--- src/rtl/mem_arbiter_if.sv ---
// Requester-side bus of mem_arbiter: request payload toward the arbiter,
// grant and read return back to the requester.
interface mem_arbiter_if #(
  parameter int unsigned ADDR_W = 32
);
  logic              req;
  logic              we;
  logic [ADDR_W-1:0] addr;
  logic [31:0]       wdata;
  logic [3:0]        wmask;
  logic              gnt;
  logic              rvalid;
  logic [31:0]       rdata;

  modport master (
    output req, we, addr, wdata, wmask,
    input  gnt, rvalid, rdata
  );

  modport slave (
    input  req, we, addr, wdata, wmask,
    output gnt, rvalid, rdata
  );
endinterface

--- src/rtl/mem_arbiter.sv ---
// Two-requester single-port memory arbiter with bounded-burst fairness and a
// one-cycle pipelined read return path.
module mem_arbiter #(
  parameter int unsigned ADDR_W    = 32,
  parameter int unsigned MAX_BURST = 4
) (
  input  logic              clk,
  input  logic              rst,
  mem_arbiter_if.slave      m0,
  mem_arbiter_if.slave      m1,
  output logic              mem_en,
  output logic              mem_we,
  output logic [ADDR_W-1:0] mem_addr,
  output logic [31:0]       mem_wdata,
  output logic [3:0]        mem_wmask,
  input  logic [31:0]       mem_rdata
);
  localparam int unsigned      CNT_W     = 4;
  localparam logic [CNT_W-1:0] CNT_MAX   = '1;
  localparam logic [CNT_W-1:0] BURST_LIM = CNT_W'(MAX_BURST);

  typedef enum logic [1:0] {
    IDLE = 2'd0,
    OWN0 = 2'd1,
    OWN1 = 2'd2
  } state_e;

  state_e           state_q, state_d;
  logic [CNT_W-1:0] burst_cnt_q, burst_cnt_d;
  logic             rvalid0_q, rvalid0_d;
  logic             rvalid1_q, rvalid1_d;
  logic             gnt0, gnt1;
  logic             stay;
  logic [CNT_W-1:0] cnt_inc;

  // A lone requester always wins; under contention the owner keeps the bus
  // until it has taken MAX_BURST grants in a row. Reset gates grants directly.
  always_comb begin
    gnt0        = 1'b0;
    gnt1        = 1'b0;
    state_d     = IDLE;
    burst_cnt_d = '0;
    rvalid0_d   = 1'b0;
    rvalid1_d   = 1'b0;
    stay        = (burst_cnt_q < BURST_LIM);
    cnt_inc     = (burst_cnt_q == CNT_MAX) ? CNT_MAX : burst_cnt_q + CNT_W'(1);

    if (rst) begin
      case ({m0.req, m1.req})
        2'b10: gnt0 = 1'b1;
        2'b01: gnt1 = 1'b1;
        2'b11: begin
          case (state_q)
            OWN0: begin
              gnt0 = stay;
              gnt1 = ~stay;
            end
            OWN1: begin
              gnt1 = stay;
              gnt0 = ~stay;
            end
            default: gnt0 = 1'b1;
          endcase
        end
        default: ;
      endcase
    end

    if (gnt0) begin
      state_d     = OWN0;
      burst_cnt_d = (state_q == OWN0) ? cnt_inc : CNT_W'(1);
      rvalid0_d   = ~m0.we;
    end else if (gnt1) begin
      state_d     = OWN1;
      burst_cnt_d = (state_q == OWN1) ? cnt_inc : CNT_W'(1);
      rvalid1_d   = ~m1.we;
    end
  end

  // Memory side follows the granted requester in the same cycle, zero otherwise.
  always_comb begin
    mem_en    = 1'b0;
    mem_we    = 1'b0;
    mem_addr  = '0;
    mem_wdata = '0;
    mem_wmask = '0;
    if (gnt0) begin
      mem_en    = 1'b1;
      mem_we    = m0.we;
      mem_addr  = m0.addr;
      mem_wdata = m0.wdata;
      mem_wmask = m0.wmask;
    end else if (gnt1) begin
      mem_en    = 1'b1;
      mem_we    = m1.we;
      mem_addr  = m1.addr;
      mem_wdata = m1.wdata;
      mem_wmask = m1.wmask;
    end
  end

  always_ff @(posedge clk or negedge rst) begin
    if (!rst) begin
      state_q     <= IDLE;
      burst_cnt_q <= '0;
      rvalid0_q   <= 1'b0;
      rvalid1_q   <= 1'b0;
    end else begin
      state_q     <= state_d;
      burst_cnt_q <= burst_cnt_d;
      rvalid0_q   <= rvalid0_d;
      rvalid1_q   <= rvalid1_d;
    end
  end

  // Read data is the memory's registered output, masked to zero outside rvalid.
  assign m0.gnt    = gnt0;
  assign m1.gnt    = gnt1;
  assign m0.rvalid = rvalid0_q;
  assign m1.rvalid = rvalid1_q;
  assign m0.rdata  = rvalid0_q ? mem_rdata : '0;
  assign m1.rdata  = rvalid1_q ? mem_rdata : '0;

endmodule

--- src/flat_wrapper.sv ---
// flat-port wrapper written by rule: the top's interface ports become plain ports
module mem_arbiter_flat 
#(
  parameter int unsigned ADDR_W    = 32,
  parameter int unsigned MAX_BURST = 4
)
  (clk, rst, mem_en, mem_we, mem_addr, mem_wdata, mem_wmask, mem_rdata, m0_req, m0_we, m0_addr, m0_wdata, m0_wmask, m0_gnt, m0_rvalid, m0_rdata, m1_req, m1_we, m1_addr, m1_wdata, m1_wmask, m1_gnt, m1_rvalid, m1_rdata);
  mem_arbiter_if #(.ADDR_W(ADDR_W)) m0_i ();
  mem_arbiter_if #(.ADDR_W(ADDR_W)) m1_i ();
  input  logic clk;
  input  logic rst;
  output logic mem_en;
  output logic mem_we;
  output logic [ADDR_W-1:0] mem_addr;
  output logic [31:0] mem_wdata;
  output logic [3:0] mem_wmask;
  input  logic [31:0] mem_rdata;
  input wire logic [$bits(m0_i.req)-1:0] m0_req;
  input wire logic [$bits(m0_i.we)-1:0] m0_we;
  input wire logic [$bits(m0_i.addr)-1:0] m0_addr;
  input wire logic [$bits(m0_i.wdata)-1:0] m0_wdata;
  input wire logic [$bits(m0_i.wmask)-1:0] m0_wmask;
  output wire logic [$bits(m0_i.gnt)-1:0] m0_gnt;
  output wire logic [$bits(m0_i.rvalid)-1:0] m0_rvalid;
  output wire logic [$bits(m0_i.rdata)-1:0] m0_rdata;
  input wire logic [$bits(m1_i.req)-1:0] m1_req;
  input wire logic [$bits(m1_i.we)-1:0] m1_we;
  input wire logic [$bits(m1_i.addr)-1:0] m1_addr;
  input wire logic [$bits(m1_i.wdata)-1:0] m1_wdata;
  input wire logic [$bits(m1_i.wmask)-1:0] m1_wmask;
  output wire logic [$bits(m1_i.gnt)-1:0] m1_gnt;
  output wire logic [$bits(m1_i.rvalid)-1:0] m1_rvalid;
  output wire logic [$bits(m1_i.rdata)-1:0] m1_rdata;
  assign m0_i.req = m0_req;
  assign m0_i.we = m0_we;
  assign m0_i.addr = m0_addr;
  assign m0_i.wdata = m0_wdata;
  assign m0_i.wmask = m0_wmask;
  assign m0_gnt = m0_i.gnt;
  assign m0_rvalid = m0_i.rvalid;
  assign m0_rdata = m0_i.rdata;
  assign m1_i.req = m1_req;
  assign m1_i.we = m1_we;
  assign m1_i.addr = m1_addr;
  assign m1_i.wdata = m1_wdata;
  assign m1_i.wmask = m1_wmask;
  assign m1_gnt = m1_i.gnt;
  assign m1_rvalid = m1_i.rvalid;
  assign m1_rdata = m1_i.rdata;
  mem_arbiter #(.ADDR_W(ADDR_W), .MAX_BURST(MAX_BURST)) u_core (.clk(clk), .rst(rst), .m0(m0_i), .m1(m1_i), .mem_en(mem_en), .mem_we(mem_we), .mem_addr(mem_addr), .mem_wdata(mem_wdata), .mem_wmask(mem_wmask), .mem_rdata(mem_rdata));
endmodule
--- config.mk ---
export PLATFORM = sky130hd
export DESIGN_NAME = mem_arbiter_flat
export DESIGN_NICKNAME = d
export VERILOG_FILES = /design/src/rtl/mem_arbiter_if.sv /design/src/rtl/mem_arbiter.sv /design/src/flat_wrapper.sv
export SDC_FILE = /design/constraint.sdc
export NUM_CORES = 1
export LEC_CHECK = 0
export BUFFER_PORTS_ARGS = -buffer_cell sky130_fd_sc_hd__buf_2
export CORE_AREA = 2 2 121 123
export DETAILED_ROUTE_END_ITERATION = 8
export DIE_AREA = 0 0 123 125
export PLACE_DENSITY = 0.52
export SYNTH_ARGS = -nofsm -noshare
export SYNTH_HDL_FRONTEND = slang
export SYNTH_SLANG_ARGS = --single-unit
--- constraint.sdc ---
create_clock -name clk -period 4.75 [get_ports clk]
set_input_delay 0.475 -clock clk [delete_from_list [all_inputs] [get_ports clk]]
set_output_delay 0.475 -clock clk [all_outputs]
set_load 0.05 [all_outputs]
# [After elaboration in Yosys (flattened, before gate mapping)]
# Cells that the tools add are included.
[totals] mem_bits_rw=0 out_inout_bits=138 mem_count=0 input_bits=174 word_cells=43 reg_bits=8 mem_bits_ro=0 latch_bits=0
[op_classes] multipliers=0 eq_ne=6 magnitude_cmp=1 n_mux=28 addsub=1 n_div=0 n_reduce_logical=0 bitwise_logic=3 shifts=0
[op_table] operator="$mux 32" count=6
[op_table] operator="$mux 4" count=7
[op_table] operator="$mux 1" count=9
[op_table] operator="$pmux 1 s2" count=4
[op_table] operator="$eq 2x2->1 const B" count=3
[op_table] operator="$add 4x1->4 const B" count=1
[op_table] operator="$eq 2x1->1 const B" count=2
[op_table] operator="$eq 4x4->1 const B" count=1
[op_table] operator="$lt 4x3->1 const B" count=1
[op_table] operator="$mux 2" count=2
[op_table] operator="$not 1->1" count=3

# [Logic depth before layout (Yosys ltp)]
# Gate-level depths: netlist of run 1.
[logic_depth] word_depth=7 ltp_mapped=8 depth_no_buf=8

# [Least setup slack after synthesis of run 1]
# Ideal clock, no wire load.
[synth_path] path_kind="reg2out" start="register u_core.state_q[0]" end="output mem_addr[0]" required_time_ps=4275 path_slack_ps=2054 path_stages_with_launch=8 path_buffers=1 t_arrival_ps=2221 cell_sequence="dfrtp_1 -> inv_1 -> ha_1 -> nand2b_1 -> or3_4 -> o31ai_4 -> buf_6 -> a22o_1"
[synth_via] elab_chain_len=6 elab_cells_between_ends=10 classes_between="2 x eq/ne; 8 x mux"
[synth_rtl] item="from (decl)" line_no="mem_arbiter.sv:28" text="state_e state_q, state_d;"
[synth_rtl] item="from (signal assigned)" line_no="mem_arbiter.sv:109" text="state_q <= state_d;"
[synth_rtl] item="$eq 2x2->1 / $eq 2x1->1 (equally long branches)" line_no="mem_arbiter.sv:53" text="case (state_q)"
[synth_rtl] item="$pmux 1 s2" line_no="mem_arbiter.sv:53"
[synth_rtl] item="$pmux 1 s2" line_no="mem_arbiter.sv:49" text="case ({m0.req, m1.req})"
[synth_rtl] item="$mux 1" line_no="mem_arbiter.sv:48" text="if (rst) begin"
[synth_rtl] item="$mux 32" line_no="mem_arbiter.sv:93" text="end else if (gnt1) begin"
[synth_rtl] item="$mux 32 *" line_no="mem_arbiter.sv:87" text="if (gnt0) begin"
[synth_rtl] item="to (decl)" line_no="flat_wrapper.sv:14" text="output logic [ADDR_W-1:0] mem_addr;"
# Every way passes the cells marked *; elsewhere a longest branch is shown, timed or not.

# [Worst setup path after layout of run 1]
[layout_path] start="register u_core.state_q[1]" end="output mem_wdata[2]"
[layout_via] elab_chain_len=6 elab_cells_between_ends=10 classes_between="2 x eq/ne; 8 x mux"
[layout_rtl] item="$eq 2x2->1 / $eq 2x1->1 (equally long branches)" line_no="mem_arbiter.sv:53"
[layout_rtl] item="$pmux 1 s2" line_no="mem_arbiter.sv:53"
[layout_rtl] item="$pmux 1 s2" line_no="mem_arbiter.sv:49"
[layout_rtl] item="$mux 1" line_no="mem_arbiter.sv:48"
[layout_rtl] item="$mux 32" line_no="mem_arbiter.sv:93"
[layout_rtl] item="$mux 32 *" line_no="mem_arbiter.sv:87"
[layout_rtl] item="to (decl)" line_no="flat_wrapper.sv:15" text="output logic [31:0] mem_wdata;"
# Marked as above.

==> out/results.ini, run 1 <==
[route]
drt_iter0_markers = 112
finalWirelength_um = 9670
wl_per_cell_um = 14.1
first_pass_iters = 4
viasPerCell = 4.13
ant_nets = 0
drc = 0
vias = 2825

[critical_path]
path_delay_family = buffers and inverters
cp.required_ns = 4.28
max_stage_delay_ns = 0.55
crit_buf_inv = 4
end_kind = output port
cp.arrival_ns = 2.96
cp_max_fo = 41
path_cells = inv_1, ha_1, nor3b_1, or3_4, nand3_1, inv_2, buf_4, a22o_1, buf_2
path_class = flop to output port
crit_path_start_kind = flop
cp_slowest_cell = inv_2

[cts]
clock_sinks = 8
post-cts-setup-buffer-count = 0
cts_buffer_depth = 2
htree_levels = 1
clk_pin_slew_worst_paths_ns = 0.04
numCtsBuffers = 3
root_buffer = clkbuf_16
worstSkewPairLatency_ns = 0.23
postCtsHoldBufs = 0
cts_tree = built
cts_resized = 0

[timing]
fin_crit_sh = 0.723
rsz0062_at_grt = false
finalWorstSetupSlack_ns = 1.31
finalCriticalPeriod_ns = 3.44
setup_viol = 0
finalClockSkew_ns = 0.00190
clock.fmax_mhz = 291
tns_ns = 0
max_slew_margin = 0.497
worst_pin_slew_ns = 0.754
drv_slew = 0
hold_viol = 0

[global_routing]
grt_util_met3 = 0.0141
grt_pass1_wl_um = 13700
grt_use_total = 0.113
use_met1 = 0.142
grtUsageMet2 = 0.209
busiest_layer = met2
first_global_vias = 2574
grt_overflow = 0
grt_antenna_before_repair = 0
grt_max_degree = 71

[power_and_ir_drop]
power_leakage_nw = 2.12
vdd_ir_drop_max_mv = 0.0741
cellPowerDensity_nw_per_um2 = 183

[flow_run]
maxCapViolCount = 0

[synthesis]
yosysWarningCount = 0
syn_area_um2 = 1660
ys_ff_latch = 8
synthCells = 204
avgSynthCellArea_um2 = 8.13
synth_flop_cell = dfrtp_1
synthArstFlopShare = 1.00
syn-num-nets = 383
yosysSeqAreaShare = 0.121
synth.distinct_cells = 30
synth-edff-count = 0

[final_layout]
instances_no_fill = 684
diodes = 0
drive_above_1_share = 0.646
finalInstanceArea_um2 = 3390
syn_to_final_growth_pct = 105
fin_nets = 681
fin_util = 0.239

[floorplanning]
die_w_um = 123
rows = 44
ioPinCount = 312
core_um2 = 14200
fp.dieArea_um2 = 15400
die_h_um = 125
initial_utilization = 0.117

[run_status]
status = completed

[placed_design]
dp.cells = 681
placed_area_um2 = 3320
place_ws_ns = 1.58
gp_congestion = 0.761
io_buffers = 311
place_hpwl_um = 8440

[min_path]
hold_class = input pin to asynchronous set/reset pin

-- cell families after synthesis --
| group | synth area share |
|---|---|
| mux | 0.0128 |
| fa+ha+maj | 0.0377 |
| buf+inv | 0.0981 |
| compound gates | 0.419 |
| flops | 0.121 |
| simple gates | 0.312 |
-- per-layer routing --
metal,wire [um],up-vias,share of wire
li1,-,1357,-
met5,0,-,0
met4,27,0,0.0028
met3,993,2,0.10
met2,4820,206,0.50
met1,3830,1260,0.40
-- cell type report --
| type | instances | area [um^2] |
|---|---|---|
| multi-input combinational | 171 | 1290 |
| fill | 1597 | 10800 |
| timing repair buffer | 314 | 1580 |
| inverter | 4 | 15.0 |
| sequential | 8 | 200 |
| clock buffer | 3 | 75.1 |
| tap | 184 | 230 |
-- worst paths after layout --
| path | start | to | slack, ns | depth (start not counted) |
|---|---|---|---|---|
| max in group asynchronous | rst | u_core.burst_cnt_q[2] | 4.43 | 1 |
| min reg2reg | u_core.burst_cnt_q[1] | u_core.burst_cnt_q[3] | 0.64 | 2 |
| min in group clk | m0_we | u_core.m0.rvalid | 0.41 | 2 |
| max | u_core.state_q[1] | mem_wdata[2] | 1.31 | 9 |
| max reg2reg | u_core.state_q[1] | u_core.burst_cnt_q[0] | 2.35 | 8 |
| min | rst | u_core.state_q[1] | 0.11 | 1 |
-- per-stage QoR --
step / total power [mW] / hold slack, ns
2_1_floorplan: 0.346 / 0.179
3_3_place_gp: 0.486 / 0.363
3_5_place_dp: 0.485 / 0.358
4_1_cts: 0.625 / 0.117
5_1_grt: 0.652 / 0.130
6_report: 0.620 / 0.112
-- cell usage after synthesis, drive strengths merged (2+ instances only) --
| cell | n | share of area |
|---|---|---|
| nor3b | 2 | 0.0091 |
| o21ai | 2 | 0.0060 |
| nand2b | 3 | 0.011 |
| ha | 5 | 0.038 |
| dfrtp | 8 | 0.12 |
| buf | 15 | 0.075 |
| clkbuf | 6 | 0.014 |
| o31ai | 2 | 0.017 |
| nand2 | 2 | 0.0045 |
| nand3 | 4 | 0.012 |
| nor2 | 3 | 0.0068 |
| inv | 4 | 0.0091 |
| and2 | 65 | 0.25 |
| a22o | 69 | 0.36 |
| a21oi | 2 | 0.0060 |
-- sequential cells by signal, indices dropped and copies added, names as in the netlist --
name,count
u_core.m0.rvalid,1
u_core.burst_cnt_q,4
u_core.state_q,2
u_core.m1.rvalid,1
-- layout by cell type (no fill, tap or decap), drive strengths merged, types with 2 or more instances in the layout --
master  instances
buf           314
a22o           69
and2           65
dfrtp           8
ha              5
nand3           4
inv             4
nor2            3
nand2b          3
clkbuf          3
nand2           2
a21oi           2
nor3b           2
o21ai           2
o31ai           2
-- power breakdown --
| part | switching (mW) | leakage, nW | internal, mW |
|---|---|---|---|
| Combinational | 0.278 | 1.97 | 0.127 |
| Sequential | 0.00597 | 0.108 | 0.0709 |
| Clock | 0.0294 | 0.0370 | 0.108 |
Note: power is estimated with default switching activity, not from simulation.
==> run 2: changes to the inputs <==
Settings changed: CORE_AREA 2 2 121 123 to 2 2 122 124, DIE_AREA 0 0 123 125 to 0 0 124 126, PLACE_DENSITY 0.52 to 0.53.
Clock period 4.75 ns to 2.9 ns, I/O delays scaled along.
==> run 2 against run 1 <==
Effect of this change: clock-buffer cell count is the same; sequential share of layout area is 0.75 points lower; power increased by 82%; setup slack got worse by 1.3 ns; routed wire length grew 7.8%; largest cell class unchanged; largest power group unchanged.
==> out/results.ini, run 2 (synthesis gave the netlist of run 1 again) <==
[global_routing]
first_global_vias = 2491
grt_antenna_before_repair = 0
grt_pass1_wl_um = 12600
grt_overflow = 0
grt_max_degree = 70
grt_use_total = 0.103

[timing]
clock.fmax_mhz = 346
fin_crit_sh = 0.996
worst_pin_slew_ns = 0.742
rsz0062_at_grt = true
setup_viol = 0
finalWorstSetupSlack_ns = 0.0123
max_slew_margin = 0.505
finalCriticalPeriod_ns = 2.89
hold_viol = 0
finalClockSkew_ns = 0.000597
drv_slew = 0

[route]
wl_met2_um = 5450
drc = 0
met1_length_um = 3960
met3_length_um = 990
wl_per_cell_um = 15.0
ant_nets = 0
highest_layer = met4
vias = 2852
viasPerCell = 4.10
drt_iter0_markers = 103
first_pass_iters = 4
finalWirelength_um = 10400

[final_layout]
largest_reg_flops = 4
drive_above_1_share = 0.661
layout_commonest_cell = buf_2
syn_to_final_growth_pct = 135
instances_no_fill = 695
finalInstanceArea_um2 = 3890
fin_nets = 692
largest_registers = u_core.burst_cnt_q: 4 flops, u_core.state_q: 2 flops
layout_common_cells = buf_2 (243), and2_1 (65), a22o_1 (64)
regMostFlops = u_core.burst_cnt_q
diodes = 0

[cts]
cts_tree = built
htree_levels = 1
clock_sinks = 8
worstSkewPairLatency_ns = 0.23
numCtsBuffers = 3
root_buffer = clkbuf_16
clk_pin_slew_worst_paths_ns = 0.04
cts_buffer_depth = 2

[min_path]
min_to = u_core.m0.rvalid
hold_class = input pin to flop
min_from = m0_we
hold_depth = 2

[critical_path]
worstReg2RegEnd = u_core.state_q[1]
path_cells = inv_1, ha_1, nand2b_1, or3_4, o31ai_4, buf_4, buf_8, a22o_1, buf_6
reg2reg_depth = 7
rrSetupSlack_ns = 0.81
cp_slowest_cell = or3_4
cp.arrival_ns = 2.60
cp.required_ns = 2.61
cp_max_fo = 17
end_kind = output port
path_class = flop to output port
reg2reg_from = u_core.state_q[0]
crit_path_start_kind = flop
max_stage_delay_ns = 0.42

[floorplanning]
core_um2 = 14300
ioPinCount = 312
die_w_um = 124
die_h_um = 126
fp.dieArea_um2 = 15600
rows = 44
initial_utilization = 0.116

[power_and_ir_drop]
combPwrFrac = 0.678
cellPowerDensity_nw_per_um2 = 289
p_int_mw = 0.580
power.switching_mw = 0.545
power_leakage_nw = 2.26
clock_power_share = 0.210
vdd_ir_drop_max_mv = 0.138
p_sw_frac = 0.484
sequentialPowerShare = 0.112

[placed_design]
place_ws_ns = 0.224
io_buffers = 311
place_hpwl_um = 8070
gp_congestion = 0.766
placed_area_um2 = 3450
dp.cells = 685

[flow_run]
maxCapViolCount = 0

[run_status]
status = completed

## run 2: power groups by stage
stage / Sequential, mW / Combinational, mW / Clock, mW
2_1_floorplan: 0.125 / 0.442 / 0
3_3_place_gp: 0.128 / 0.692 / 0
3_5_place_dp: 0.128 / 0.691 / 0
4_1_cts: 0.126 / 0.695 / 0.242
5_1_grt: 0.127 / 0.800 / 0.251
6_report: 0.126 / 0.763 / 0.237
## run 2: worst max-delay path by stage
stage / from / end / slack, ns / depth (start not counted)
after floorplan: u_core.state_q[0] / mem_addr[0] / 0.39 / 7
after global placement: u_core.state_q[0] / mem_wdata[27] / 0.26 / 8
after detailed placement: u_core.state_q[1] / mem_wmask[2] / 0.22 / 9
after CTS: u_core.state_q[0] / mem_addr[6] / 0.02 / 8
after global routing: u_core.state_q[0] / mem_addr[28] / -0.1 / 9
final: u_core.state_q[0] / mem_wmask[1] / 0.01 / 9
## run 2: repair_timing
item                                    in CTS  in global routing
gates cloned                                 0                  3
resized for setup                            2                137
endpoints found under the hold margin        8                  0
buffers inserted                             0                  3
endpoints found under the setup margin      27                 68
pin swaps                                    0                  4
hold buffers                                 1                  0
## run 2: critical path: cells and delay by family (launching register included)
family	cells	cell delay, ns
buffers and inverters	4	0.62
DFF	1	0.36
and+or+nand+nor	2	0.62
adders and majority gates	1	0.28
AOI/OAI and AO/OA	2	0.48
## run 2: metal layers
metal / GRT usage / up-vias
li1: - / 1378
met1: 0.125 / 1266
met2: 0.199 / 204
met3: 0.00996 / 4
met4: 0.00793 / 0
met5: 0 / -
## run 2: stage by stage
| step | power (mW) | setup TNS, ns | hold WS, ns | utilization |
|---|---|---|---|---|
| finish | 1.13 | 0 | 0.215 | 0.272 |
| global route | 1.18 | -3.84 | 0.233 | 0.272 |
| CTS | 1.06 | 0 | 0.213 | 0.247 |
| global placement | 0.820 | 0 | 0.179 | 0.241 |
| floorplan | 0.567 | 0 | -0.00559 | - |
| detailed placement | 0.819 | 0 | 0.174 | 0.241 |
## run 2: layout make-up
type / instances / area, um^2
Sequential cell: 8 / 200
Timing Repair Buffer: 325 / 2030
Tap cell: 184 / 230
Clock buffer: 3 / 75.1
Multi-Input combinational cell: 171 / 1340
Inverter: 4 / 20.0
Fill cell: 1537 / 10400
